**config.mk**
```make
export PLATFORM = sky130hd
export DESIGN_NAME = scan_seq_engine_flat
export DESIGN_NICKNAME = d
export VERILOG_FILES = /design/src/rtl/scan_seq_engine_if.sv /design/src/rtl/scan_seq_engine.sv /design/src/flat_wrapper.sv
export SDC_FILE = /design/constraint.sdc
export NUM_CORES = 2
export LEC_CHECK = 0
export ABC_CLOCK_PERIOD_IN_PS = 5050
export BUFFER_PORTS_ARGS = -buffer_cell sky130_fd_sc_hd__buf_2
export CAP_MARGIN = 20
export CORE_MARGIN = 3
export CORE_UTILIZATION = 45
export CTS_BUF_LIST = sky130_fd_sc_hd__clkbuf_8
export CTS_CLUSTER_DIAMETER = 150
export DETAILED_ROUTE_END_ITERATION = 7
export PLACE_DENSITY = 0.57
export SKIP_LAST_GASP = 1
export SYNTH_ARGS = -nofsm -noshare
export SYNTH_HDL_FRONTEND = slang
export SYNTH_SLANG_ARGS = --single-unit
```
**constraint.sdc**
```tcl
create_clock -name clk_sys -period 5.05 [get_ports clk_sys]
set_input_delay 1.515 -clock clk_sys [delete_from_list [all_inputs] [get_ports clk_sys]]
set_output_delay 1.515 -clock clk_sys [all_outputs]
set_load 0.01 [all_outputs]
```
**src/rtl/scan_seq_engine_if.sv**
```systemverilog
// Host bus of scan_seq_engine: table-load strobes, run control and status.
// The master side is the host; the slave side is the sequencer.
interface scan_seq_engine_if #(
  parameter int NOUT = 9
);
  logic [15:0]     datain;
  logic            scanload;
  logic            scanchoice;
  logic            load_clr;
  logic            scanstart;
  logic            scanabort;
  logic [NOUT-1:0] ctrl_out;
  logic            busy;
  logic            state_over_n;
  logic [5:0]      step_idx;
  logic            load_err;

  modport master (
    output datain, scanload, scanchoice, load_clr, scanstart, scanabort,
    input  ctrl_out, busy, state_over_n, step_idx, load_err
  );

  modport slave (
    input  datain, scanload, scanchoice, load_clr, scanstart, scanabort,
    output ctrl_out, busy, state_over_n, step_idx, load_err
  );
endinterface

```
**src/rtl/scan_seq_engine.sv**
```systemverilog
// Table-driven scan sequencer: two host-loaded step banks played as pattern/duration steps.
// Optional macro SCAN_REPEAT_EN honours the header repeat count (R+1 passes).
module scan_seq_engine #(
  parameter int              NOUT     = 9,
  parameter int              STEPS    = 16,
  parameter int              TW       = 20,
  parameter logic [NOUT-1:0] IDLE_PAT = '0
) (
  input logic               clk_sys,
  input logic               rst_n,
  scan_seq_engine_if.slave  bus
);

  localparam int              WORDS    = 1 + 3 * STEPS;
  localparam int              PW       = $clog2(WORDS + 1);
  localparam logic [PW-1:0]   PTR_END  = PW'(WORDS);
  localparam logic [5:0]      LAST_MAX = 6'(STEPS - 1);

  typedef enum logic [1:0] {S_IDLE, S_FETCH, S_RUN, S_DONE} state_t;

  // Step tables, split by field so each word keeps only the bits it uses.
  logic [5:0]      hdr_last_q [2];
  logic [NOUT-1:0] pat_q      [2][STEPS];
  logic [15:0]     dlo_q      [2][STEPS];
  logic [TW-17:0]  dhi_q      [2][STEPS];
`ifdef SCAN_REPEAT_EN
  logic [7:0]      hdr_rep_q  [2];
  logic [7:0]      pass_q, pass_d;
`endif

  logic [PW-1:0]   ptr_q;
  logic            load_err_q;
  logic            wr_blocked;

  state_t          state_q, state_d;
  logic [NOUT-1:0] ctrl_q, ctrl_d;
  logic            busy_q, busy_d;
  logic            over_n_q, over_n_d;
  logic [5:0]      step_q, step_d;
  logic [5:0]      last_q, last_d;
  logic [TW-1:0]   cnt_q, cnt_d;
  logic            run_bank_q, run_bank_d;

  logic [5:0]      rd_step;
  logic [NOUT-1:0] rd_pat;
  logic [TW-1:0]   rd_dur;
  logic [TW-1:0]   dur_m1;
  logic            load_step;

  assign wr_blocked = busy_q && (bus.scanchoice == run_bank_q);

  always_ff @(posedge clk_sys or negedge rst_n) begin
    if (!rst_n) begin
      ptr_q      <= '0;
      load_err_q <= 1'b0;
      // NOTE: the tables live in flops with an async clear; a RAM could not be wiped by reset.
      for (int b = 0; b < 2; b++) begin
        hdr_last_q[b] <= '0;
`ifdef SCAN_REPEAT_EN
        hdr_rep_q[b]  <= '0;
`endif
        for (int k = 0; k < STEPS; k++) begin
          pat_q[b][k] <= '0;
          dlo_q[b][k] <= '0;
          dhi_q[b][k] <= '0;
        end
      end
    end else if (bus.load_clr) begin
      ptr_q      <= '0;
      load_err_q <= 1'b0;
    end else if (bus.scanload) begin
      if (ptr_q == PTR_END || wr_blocked) begin
        load_err_q <= 1'b1;
      end else begin
        if (ptr_q == '0) begin
          hdr_last_q[bus.scanchoice] <= bus.datain[5:0];
`ifdef SCAN_REPEAT_EN
          hdr_rep_q[bus.scanchoice]  <= bus.datain[15:8];
`endif
        end
        for (int k = 0; k < STEPS; k++) begin
          if (int'(ptr_q) == 1 + 3 * k) pat_q[bus.scanchoice][k] <= bus.datain[NOUT-1:0];
          if (int'(ptr_q) == 2 + 3 * k) dlo_q[bus.scanchoice][k] <= bus.datain;
          if (int'(ptr_q) == 3 + 3 * k) dhi_q[bus.scanchoice][k] <= bus.datain[TW-17:0];
        end
      end
      if (ptr_q != PTR_END) ptr_q <= ptr_q + PW'(1);
    end
  end

  // The step about to be entered: 0 from FETCH or on a pass wrap, else the successor.
  always_comb begin
    rd_step = '0;
    if (state_q == S_RUN && step_q != last_q) rd_step = step_q + 6'd1;
  end

  always_comb begin
    rd_pat = '0;
    rd_dur = '0;
    for (int k = 0; k < STEPS; k++) begin
      if (int'(rd_step) == k) begin
        rd_pat = pat_q[run_bank_q][k];
        rd_dur = {dhi_q[run_bank_q][k], dlo_q[run_bank_q][k]};
      end
    end
  end

  assign dur_m1 = (rd_dur == '0) ? '0 : rd_dur - TW'(1);

  always_ff @(posedge clk_sys or negedge rst_n) begin
    if (!rst_n) begin
      state_q    <= S_IDLE;
      ctrl_q     <= IDLE_PAT;
      busy_q     <= 1'b0;
      over_n_q   <= 1'b1;
      step_q     <= '0;
      last_q     <= '0;
      cnt_q      <= '0;
      run_bank_q <= 1'b0;
`ifdef SCAN_REPEAT_EN
      pass_q     <= '0;
`endif
    end else begin
      state_q    <= state_d;
      ctrl_q     <= ctrl_d;
      busy_q     <= busy_d;
      over_n_q   <= over_n_d;
      step_q     <= step_d;
      last_q     <= last_d;
      cnt_q      <= cnt_d;
      run_bank_q <= run_bank_d;
`ifdef SCAN_REPEAT_EN
      pass_q     <= pass_d;
`endif
    end
  end

  always_comb begin
    // NOTE: every signal gets a default before the case so no latch is inferred.
    state_d    = state_q;
    ctrl_d     = ctrl_q;
    busy_d     = busy_q;
    over_n_d   = 1'b1;
    step_d     = step_q;
    last_d     = last_q;
    cnt_d      = cnt_q;
    run_bank_d = run_bank_q;
    load_step  = 1'b0;
`ifdef SCAN_REPEAT_EN
    pass_d     = pass_q;
`endif

    unique case (state_q)
      S_IDLE: begin
        // busy_q may still be high for the one-cycle tail after DONE.
        busy_d = 1'b0;
        if (bus.scanstart && !busy_q) begin
          state_d    = S_FETCH;
          run_bank_d = bus.scanchoice;
          busy_d     = 1'b1;
        end
      end
      S_FETCH: begin
        last_d    = (hdr_last_q[run_bank_q] > LAST_MAX) ? LAST_MAX : hdr_last_q[run_bank_q];
        step_d    = '0;
        load_step = 1'b1;
        state_d   = S_RUN;
`ifdef SCAN_REPEAT_EN
        pass_d    = '0;
`endif
      end
      S_RUN: begin
        if (cnt_q != '0) begin
          cnt_d = cnt_q - TW'(1);
        end else if (step_q != last_q) begin
          step_d    = step_q + 6'd1;
          load_step = 1'b1;
`ifdef SCAN_REPEAT_EN
        end else if (pass_q < hdr_rep_q[run_bank_q]) begin
          pass_d    = pass_q + 8'd1;
          step_d    = '0;
          load_step = 1'b1;
`endif
        end else begin
          state_d  = S_DONE;
          ctrl_d   = IDLE_PAT;
          over_n_d = 1'b0;
        end
      end
      S_DONE: begin
        state_d = S_IDLE;
      end
    endcase

    if (load_step) begin
      ctrl_d = rd_pat;
      cnt_d  = dur_m1;
    end

    if (bus.scanabort) begin
      state_d  = S_IDLE;
      ctrl_d   = IDLE_PAT;
      over_n_d = 1'b1;
      busy_d   = 1'b0;
    end
  end

  assign bus.ctrl_out     = ctrl_q;
  assign bus.busy         = busy_q;
  assign bus.state_over_n = over_n_q;
  assign bus.step_idx     = step_q;
  assign bus.load_err     = load_err_q;

endmodule

```
**src/flat_wrapper.sv**
```systemverilog
// flat-port wrapper written by rule: the top's interface ports become plain ports
module scan_seq_engine_flat 
#(
  parameter int              NOUT     = 9,
  parameter int              STEPS    = 16,
  parameter int              TW       = 20,
  parameter logic [NOUT-1:0] IDLE_PAT = '0
)
  (clk_sys, rst_n, bus_datain, bus_scanload, bus_scanchoice, bus_load_clr, bus_scanstart, bus_scanabort, bus_ctrl_out, bus_busy, bus_state_over_n, bus_step_idx, bus_load_err);
  scan_seq_engine_if #(.NOUT(NOUT)) bus_i ();
  input logic clk_sys;
  input logic rst_n;
  input wire logic [$bits(bus_i.datain)-1:0] bus_datain;
  input wire logic [$bits(bus_i.scanload)-1:0] bus_scanload;
  input wire logic [$bits(bus_i.scanchoice)-1:0] bus_scanchoice;
  input wire logic [$bits(bus_i.load_clr)-1:0] bus_load_clr;
  input wire logic [$bits(bus_i.scanstart)-1:0] bus_scanstart;
  input wire logic [$bits(bus_i.scanabort)-1:0] bus_scanabort;
  output wire logic [$bits(bus_i.ctrl_out)-1:0] bus_ctrl_out;
  output wire logic [$bits(bus_i.busy)-1:0] bus_busy;
  output wire logic [$bits(bus_i.state_over_n)-1:0] bus_state_over_n;
  output wire logic [$bits(bus_i.step_idx)-1:0] bus_step_idx;
  output wire logic [$bits(bus_i.load_err)-1:0] bus_load_err;
  assign bus_i.datain = bus_datain;
  assign bus_i.scanload = bus_scanload;
  assign bus_i.scanchoice = bus_scanchoice;
  assign bus_i.load_clr = bus_load_clr;
  assign bus_i.scanstart = bus_scanstart;
  assign bus_i.scanabort = bus_scanabort;
  assign bus_ctrl_out = bus_i.ctrl_out;
  assign bus_busy = bus_i.busy;
  assign bus_state_over_n = bus_i.state_over_n;
  assign bus_step_idx = bus_i.step_idx;
  assign bus_load_err = bus_i.load_err;
  scan_seq_engine #(.NOUT(NOUT), .STEPS(STEPS), .TW(TW), .IDLE_PAT(IDLE_PAT)) u_core (.clk_sys(clk_sys), .rst_n(rst_n), .bus(bus_i));
endmodule
```
==> impl_metrics.env <==
export IMPL_status="finished, final reports clean"
export IMPL_worstPathArrival_ns=5.65
export IMPL_slew_limit_headroom=0.245
export IMPL_io_pins=41
export IMPL_power_density_nw_per_um2=370
export IMPL_fp_dieW_um=336
export IMPL_rr_worst_depth=16
export IMPL_synthToLayoutAreaGrowth_pct=12.4
export IMPL_leakagePower_uw=0.0266
export IMPL_maxCapViolations=0
export IMPL_post_route_min_period_ns=4.91
export IMPL_place_gp_congestion=1.06
export IMPL_htree_levels=4
export IMPL_timing_fmax_mhz=204
export IMPL_synth_cell_types=100
export IMPL_clkLatencyLatePin_ns=0.86
export IMPL_grt_ovfl_total=0
export IMPL_cts_tree="done"
export IMPL_dpl_cell_count=5283
export IMPL_ant_nets=0
export IMPL_drv_slew=0
export IMPL_ys_warn_count=0
export IMPL_worst_slack_ns=0.138
export IMPL_initial_utilization=0.455
export IMPL_drtIter0Drc=3388
export IMPL_synthCells=3894
export IMPL_num_vias=34200
export IMPL_path_delay_family="compound AO/OA/AOI/OAI gates"
export IMPL_final_core_util=0.512
export IMPL_postCtsHoldBufs=0
export IMPL_netlist_top_cells_area="dfrtp_1 51%, mux2_2 24%, mux2i_1 7.0%"
export IMPL_grt_max_degree=92
export IMPL_crit_chain="ha_1 -> buf_4 -> clkinv_1 -> a41oi_1 -> and2_1 -> o221ai_1 -> o311ai_0 -> buf_4 -> o311a_1 -> nand4_4 -> buf_4 -> nor4_2 -> buf_4 -> nand4_1 -> xnor2_1 -> a22o_1"
export IMPL_rsz0062_at_grt="no"
export IMPL_viasPerCell=6.12
export IMPL_cts_setup_buffers=0
export IMPL_async_reset_ff_frac=1.00
export IMPL_drive_above_1_share=0.396
export IMPL_antenna_found_initial=2
export IMPL_synthTopCellsByCount="1044 x mux2_2, 992 x dfrtp_1, 344 x mux2i_1"
export IMPL_yosys_area_top_type="dfrtp_1"
export IMPL_syn_num_nets=3927
export IMPL_drc=0
export IMPL_endpoint_kind="register"
export IMPL_dpl_hpwl_um=113000
export IMPL_holdWs_ns=0.477
export IMPL_wl_um=162000
export IMPL_cp_slowest_cell="and2_1"
export IMPL_wl_per_cell_um=29.0
export IMPL_crit_fanout=14
export IMPL_clk_pin_slew_ns=0.07
export IMPL_hold_viol=0
export IMPL_setup_viol=0
export IMPL_cp_common_cell="buf_4"
export IMPL_coreArea_um2=107000
export IMPL_place_ws_ns=0.393
export IMPL_synth_seq_cells=993
export IMPL_hold_depth=2
export IMPL_cts_made_buffers=174
export IMPL_reg2reg_slack_ns=0.14
export IMPL_die_h_um=336
export IMPL_hp_class="reg -> reg"
export IMPL_synth_seq_area_share=0.509
export IMPL_clock_skew_ns=0.0409
export IMPL_r2r_start="u_core.bus.step_idx[1]"
export IMPL_grt_pass1_wl_um=238000
export IMPL_yosysMostFrequentCell="mux2_2"
export IMPL_fin_cells=5590
export IMPL_cts_root_buf="clkbuf_8"
export IMPL_dieArea_um2=113000
export IMPL_final_period_utilization=0.973
export IMPL_timing_rr_end="u_core.cnt_q[19]"
export IMPL_clock_sinks=993
export IMPL_rows=120
export IMPL_ir_worst_vdd_mv=0.222
export IMPL_synth_top_area_share=0.508
export IMPL_grt_pass1_vias=33800
export IMPL_syn_area_um2=48900
export IMPL_critical_path_class="reg -> reg"
export IMPL_nets=4090
export IMPL_worstPathRequired_ns=5.79
export IMPL_tns_ns=0
export IMPL_critPathLaunchType="register"
export IMPL_cts_resized=0
export IMPL_ys_flop_type="dfrtp_1"
export IMPL_min_from="u_core.bus.ctrl_out[3]"
export IMPL_hold_path_end="u_core.bus.ctrl_out[3]"
export IMPL_tightestPinTransition_ns=1.13
export IMPL_critPathMaxStageDelay_ns=0.59
export IMPL_first_pass_iters=8
export IMPL_grt_use_total=0.287
export IMPL_io_buffers=40
export IMPL_syn_area_per_cell_um2=12.5
export IMPL_clk_path_buf_depth=3
export IMPL_path_buf_inv=5
export IMPL_synth_edf_count=0
-- power by group --
part / leakage (uW) / switching (uW) / total, uW / internal (uW)
clock network: 0.00198 / 3350 / 7210 / 3860
logic: 0.0109 / 2760 / 4560 / 1800
registers: 0.0137 / 292 / 8550 / 8260
-- flip-flops by register name, indices dropped and copies added, names as in the netlist --
register / flops
u_core.bus.busy: 1
u_core.dlo_q: 512
u_core.hdr_last_q: 12
u_core.bus.ctrl_out: 9
u_core.last_q: 6
u_core.pat_q: 288
u_core.run_bank_q: 1
u_core.bus.state_over_n: 1
u_core.state_q: 2
u_core.ptr_q: 6
u_core.bus.load_err: 1
u_core.bus.step_idx: 6
u_core.cnt_q: 20
u_core.dhi_q: 128
-- cell usage in the layout (no fill, tap or decap), drive strengths merged, types with 18 or more instances in the layout --
master and count:
mux2 1044, dfrtp 992, mux2i 345, buf 288, clkbuf 211, nor2 182
a21oi 148, nand2 130, o21ai 121, o22ai 100, inv 91, nand3 79
nor3 35, nor4 31, a221oi 26, a31oi 23, xnor2 20, a22oi 19
a211oi 18
-- metal layers --
layer / routed length [um] / share of wire / global-route usage / vias up
li1: - / - / - / 14700
met1: 74300 / 0.46 / 0.413 / 17800
met2: 70500 / 0.43 / 0.425 / 1375
met3: 11700 / 0.072 / 0.0639 / 346
met4: 5660 / 0.035 / 0.103 / 0
met5: 0 / 0 / 0 / -
-- metrics by stage --
| step | area (um2) | total power [uW] |
|---|---|---|
| 2_1_floorplan | 48900 | 11500 |
| 3_3_place_gp | 51500 | 13200 |
| 3_5_place_dp | 51500 | 13200 |
| 4_1_cts | 54900 | 20500 |
| 5_1_grt | 54900 | 21200 |
| 6_report | 54900 | 20300 |
-- worst min-delay path, cell delays in order (launching register included) --
cell and delay [ns]:
dfrtp_1 0.34, nand2_1 0.04, o21ai_0 0.06
-- final cells by class --
| type | instances | area (um2) |
|---|---|---|
| Antenna cell | 2 | 5.00 |
| Tap cell | 1403 | 1760 |
| Multi-Input combinational cell | 2580 | 22500 |
| Sequential cell | 993 | 24900 |
| Clock buffer | 211 | 2900 |
| Timing Repair Buffer | 288 | 2340 |
| Inverter | 20 | 75.1 |
| Clock inverter | 93 | 485 |
| Fill cell | 9484 | 52400 |
-- kinds of logic after synthesis --
kind of cell / count (synthesis) / share of synthesized area
simple gates: 548 / 0.0561
xor+xnor: 30 / 0.00538
flops: 993 / 0.509
buf+inv: 321 / 0.0321
fa+ha+maj: 10 / 0.00256
mux: 1396 / 0.315
compound gates: 596 / 0.0807
-- worst max path at each step --
stage	startpoint	end	slack, ns	cells past startpoint
finish	u_core.bus.step_idx[1]	u_core.cnt_q[19]	0.14	16
global route	u_core.bus.step_idx[0]	u_core.cnt_q[19]	0.01	17
CTS	u_core.bus.step_idx[1]	u_core.cnt_q[19]	0.34	16
detailed placement	u_core.bus.step_idx[0]	u_core.cnt_q[19]	0.39	16
global placement	u_core.bus.step_idx[0]	u_core.cnt_q[19]	0.41	15
floorplan	u_core.bus.step_idx[0]	u_core.cnt_q[10]	0.87	17
(Power assumes the default switching activity.)
